`src/rtl/serial_comparator.sv`:
```
// rtl/serial_comparator.sv - bit-serial MSB-first unsigned magnitude comparator with valid/ready handshakes
module serial_comparator #(
  parameter int WIDTH      = 8,
  parameter bit EARLY_EXIT = 1'b0
) (
  input  logic                       clk,
  input  logic                       rst,
  input  logic                       in_valid,
  output logic                       in_ready,
  input  logic [WIDTH-1:0]           a,
  input  logic [WIDTH-1:0]           b,
  output logic                       out_valid,
  input  logic                       out_ready,
  output logic                       a_less_b,
  output logic                       a_equal_b,
  output logic                       a_greater_b,
  output logic [$clog2(WIDTH+1)-1:0] bit_count
);
  localparam int CW = $clog2(WIDTH+1);

  typedef enum logic [1:0] {IDLE, RUN, DONE} state_t;

  state_t           r_state;
  logic [WIDTH-1:0] r_sa;
  logic [WIDTH-1:0] r_sb;
  logic             r_le;
  logic             r_eq;
  logic [CW-1:0]    r_bit_count;
  logic             r_in_ready;
  logic             r_out_valid;
  logic             r_lt;
  logic             r_equal;
  logic             r_gt;

  logic w_ai;
  logic w_bi;
  logic w_le_nxt;
  logic w_eq_nxt;
  logic w_last;

  // The shift registers present the current MSB; everything below it is still unexamined.
  assign w_ai     = r_sa[WIDTH-1];
  assign w_bi     = r_sb[WIDTH-1];
  assign w_le_nxt = r_le | (r_eq & ~w_ai & w_bi);
  assign w_eq_nxt = r_eq & ~(w_ai ^ w_bi);
  assign w_last   = (r_bit_count == CW'(WIDTH - 1)) || (EARLY_EXIT && !w_eq_nxt);

  always_ff @(posedge clk) begin
    if (rst) begin
      r_state     <= IDLE;
      r_sa        <= '0;
      r_sb        <= '0;
      r_le        <= 1'b0;
      r_eq        <= 1'b1;
      r_bit_count <= '0;
      r_in_ready  <= 1'b0;
      r_out_valid <= 1'b0;
      r_lt        <= 1'b0;
      r_equal     <= 1'b0;
      r_gt        <= 1'b0;
    end else begin
      case (r_state)
        IDLE: begin
          if (in_valid && r_in_ready) begin
            r_sa        <= a;
            r_sb        <= b;
            r_le        <= 1'b0;
            r_eq        <= 1'b1;
            r_bit_count <= '0;
            r_in_ready  <= 1'b0;
            r_state     <= RUN;
          end else begin
            r_in_ready  <= 1'b1;
          end
        end
        RUN: begin
          r_sa        <= r_sa << 1;
          r_sb        <= r_sb << 1;
          r_le        <= w_le_nxt;
          r_eq        <= w_eq_nxt;
          r_bit_count <= r_bit_count + CW'(1);
          if (w_last) begin
            r_out_valid <= 1'b1;
            r_lt        <= w_le_nxt;
            r_equal     <= w_eq_nxt;
            r_gt        <= ~w_le_nxt & ~w_eq_nxt;
            r_state     <= DONE;
          end
        end
        DONE: begin
          // Result and count are frozen here until the consumer takes them.
          if (out_ready) begin
            r_out_valid <= 1'b0;
            r_lt        <= 1'b0;
            r_equal     <= 1'b0;
            r_gt        <= 1'b0;
            r_in_ready  <= 1'b1;
            r_state     <= IDLE;
          end
        end
        default: begin
          r_state <= IDLE;
        end
      endcase
    end
  end

  assign in_ready    = r_in_ready;
  assign out_valid   = r_out_valid;
  assign a_less_b    = r_lt;
  assign a_equal_b   = r_equal;
  assign a_greater_b = r_gt;
  assign bit_count   = r_bit_count;

endmodule

```
`config.mk`:
```
export PLATFORM = sky130hd
export DESIGN_NAME = serial_comparator
export DESIGN_NICKNAME = d
export VERILOG_FILES = /design/src/rtl/serial_comparator.sv
export SDC_FILE = /design/constraint.sdc
export NUM_CORES = 1
export LEC_CHECK = 0
export ABC_AREA = 1
export BUFFER_PORTS_ARGS = -buffer_cell sky130_fd_sc_hd__buf_2
export CAP_MARGIN = 20
export CORE_ASPECT_RATIO = 0.5
export CORE_MARGIN = 5
export CORE_UTILIZATION = 47
export CTS_CLUSTER_SIZE = 8
export DETAILED_ROUTE_END_ITERATION = 7
export HOLD_SLACK_MARGIN = 0.08
export PLACE_DENSITY = 0.79
export SLEW_MARGIN = 20
export SYNTH_ARGS = -nofsm -noshare
export SYNTH_HDL_FRONTEND = slang
export SYNTH_SLANG_ARGS = --single-unit
```
`constraint.sdc`:
```
create_clock -name clk -period 1.1 [get_ports clk]
set_input_delay 0 -clock clk [delete_from_list [all_inputs] [get_ports clk]]
set_output_delay 0 -clock clk [all_outputs]
set_load 0.005 [all_outputs]
```
==> results.yml <==
power:
  p_int_w: 0.00191
  p_total_w: 0.00270
  peakVddDrop_mv: 0.759
  seqPwrFrac: 0.451
  power.leakage_nw: 0.825
  power_frac_comb: 0.239
  power_frac_clock: 0.310
  p_sw_w: 0.000785
  power_density_mw_per_mm2: 1390
  netSwitchingFraction: 0.291
logic_synthesis:
  ys_seq_area_frac: 0.437
  ys.flop_type: "dfxtp_1"
  syn-cell-area_mm2: 0.00133
  ys_warn_count: 0
  yosys.area.top_type: "dfxtp_1"
  ys_types: 22
  netlist_instances: 176
  synth_fp_nets: 197
  synth_common_cells: "dfxtp_1, nor2_1, a21oi_1, nand2_1, inv_1"
  ys_seq_elements: 29
  yosys-top-cells-area: "dfxtp_1, a21oi_1, nor2_1, nand2_1, o211ai_1"
  syn_avg_cell_area_um2: 7.56
  synth.most_common_cell: "dfxtp_1"
  synth-edff-count: 0
  async_flop_share: 0
  synthDominantCellAreaShare: 0.437
worst_setup_path:
  cp_num_buf_inv: 1
  worstSetupPathType: "flip-flop to flip-flop"
  cp.depth: 5
  r2r-start: "r_state[0]"
  reg2regPathDepth: 5
  cp_slowest_cell: "dfxtp_4"
  regToRegEndpoint: "r_sa[1]"
  endpoint_kind: "flip-flop"
  cp_cell_sequence: "nor2_4 -> nand2_4 -> buf_12 -> o211ai_1 -> nor2_1"
  required_ns: 1.28
  cp_slowest_stage_delay_ns: 0.38
  reg2reg_setup_slack_ns: -0.04
  worstSetupEndpoint: "r_sa[1]"
  arrival_ns: 1.31
  cp-startpoint: "r_state[0]"
  critPathTopFamily: "flip-flops"
  start_kind: "flip-flop"
  worstPathMaxFanout: 15
floorplanning:
  start_util: 0.502
  ios: 29
  die_y_um: 47.6
  die-area_mm2: 0.00406
  core_area_mm2: 0.00265
  num_rows: 13
  fp.dieW_um: 85.2
timing:
  worst_slack_ns: -0.0375
  hold_viol_final: 0
  hold_slack_ns: 0.166
  maxSlewViolCount: 0
  slew_headroom: 0.695
  fin_crit_ns: 1.14
  setup_viol: 7
  finalCritPeriodShare: 1.03
  fmax_mhz: 879
  worstMarginPinSlew_ns: 0.457
  finalSetupTns_ns: -0.0866
  skew_ns: 0.00193
  rsz0062_at_grt: "true"
outcome:
  status: "complete, but fails checks"
  violations: "setup timing"
routing:
  via_count: 1388
  vias_per_cell: 5.01
  first_pass_iters: 4
  ant_nets: 0
  drt-total-wl_um: 3720
  drc: 0
  drt_iter0_markers: 95
  wl_per_cell_um: 13.4
clocking:
  clk_pin_slew_ns: 0.06
  cts_buffer_depth: 2
  cts_made_buffers: 5
  cts-root-buf: "clkbuf_8"
  insertion_delay_ns: 0.28
  htree_levels: 2
  tritoncts: "done"
  cts_sinks: 29
job:
  max_cap_violations: 0
global_route:
  grt_pass1_vias: 1340
  grt_usage: 0.196
  overflow: 0
  grt_pass1_wl_um: 5930
  grt_max_degree: 16
  antenna_found_initial: 0
finish:
  post-route-cell-area_mm2: 0.00194
  final_util: 0.733
  antenna_cells: 0
  nets: 260
  synthToLayoutAreaGrowth_pct: 46.1
  drive_gt1_frac: 0.329
place:
  gp_congestion: 0.802
  hpwl_um: 2260
  port_buffers: 28
  place_area_mm2: 0.00158
hold_path:
  whs_path_depth: 3
  hold_class: "input pin to flip-flop"
## power by group through the flow
| stage | sequential (W) | clock (W) | combinational, W |
|---|---|---|---|
| 2_1_floorplan | 0.00122 | 0 | 0.000355 |
| 3_3_place_gp | 0.00122 | 0 | 0.000519 |
| 3_5_place_dp | 0.00122 | 0 | 0.000535 |
| 4_1_cts | 0.00121 | 0.000852 | 0.000612 |
| 5_1_grt | 0.00122 | 0.000901 | 0.000708 |
| 6_report | 0.00121 | 0.000837 | 0.000644 |
## sequential cells by signal, indices dropped and copies added, names as in the netlist
signal       cells
a_equal_b        1
a_greater_b      1
a_less_b         1
bit_count        4
in_ready         1
out_valid        1
r_eq             1
r_le             1
r_sa             8
r_sb             8
r_state          2
## layout make-up
cell class / instances / area [µm²]
Multi-Input combinational cell: 122 / 681
Inverter: 19 / 76.3
Sequential cell: 29 / 591
Tap cell: 37 / 46.3
Fill cell: 186 / 708
Timing Repair Buffer: 62 / 469
Clock buffer: 8 / 80.1
## cells in the final DEF, fill, tap and decap left out, types with 3 or more instances in the layout
cell type and n:
clkbuf_1 3, a21oi_1 22, clkbuf_8 5, dlygate4sd3_1 18, inv_1 14, or2_2 6, nand2_4 6, inv_2 3
o21ai_0 4, buf_4 13, buf_2 28, o211ai_1 9, or2_1 3, nand2_1 19, nand3_1 11, nor2_1 28
dfxtp_1 25
## routing by layer
metal | up-vias | part of all wire | global-route usage
met5 | - | 0 | 0
met4 | 0 | 0.016 | 0.0883
met3 | 8 | 0.057 | 0.0773
met2 | 34 | 0.46 | 0.330
met1 | 647 | 0.47 | 0.230
li1 | 699 | - | -
## worst min-delay path, cell delays in order
cell and delay (ns):
buf_2 0.09, inv_1 0.20, nand2_1 0.13
## timing repair
item                                    in CTS  in global routing
hold buffers                                18                  0
setup buffers                                1                  1
pin swaps                                    3                  6
gates resized for setup                     15                  8
endpoints found under the hold margin       18                  0
endpoints found under the setup margin      24                 25
cloned                                       1                  0
## worst min-delay path by stage
stage	start	end	slack, ns
2_1_floorplan	rst	r_sa[3]	0.07
3_3_place_gp	b[0]	r_sb[0]	0.26
3_5_place_dp	b[0]	r_sb[0]	0.26
4_1_cts	rst	r_eq	0.15
5_1_grt	rst	r_eq	0.23
6_report	rst	r_eq	0.17
## through the flow
stage,instances,worst slack (ns)
5_1_grt,277,-0.0755
3_5_place_dp,248,-0.0618
3_3_place_gp,248,-0.0290
4_1_cts,276,-0.00565
6_report,277,-0.0375
2_1_floorplan,176,0.0136
## cell families after synthesis
kind of cell / share of synthesized area
AND/OR/NAND/NOR: 0.294
AO/OA/AOI/OAI: 0.158
adder cells (fa/ha/maj): 0.00941
buffers and inverters: 0.102
flip-flops: 0.437
No activity file was read; power rests on OpenSTA's default activity.
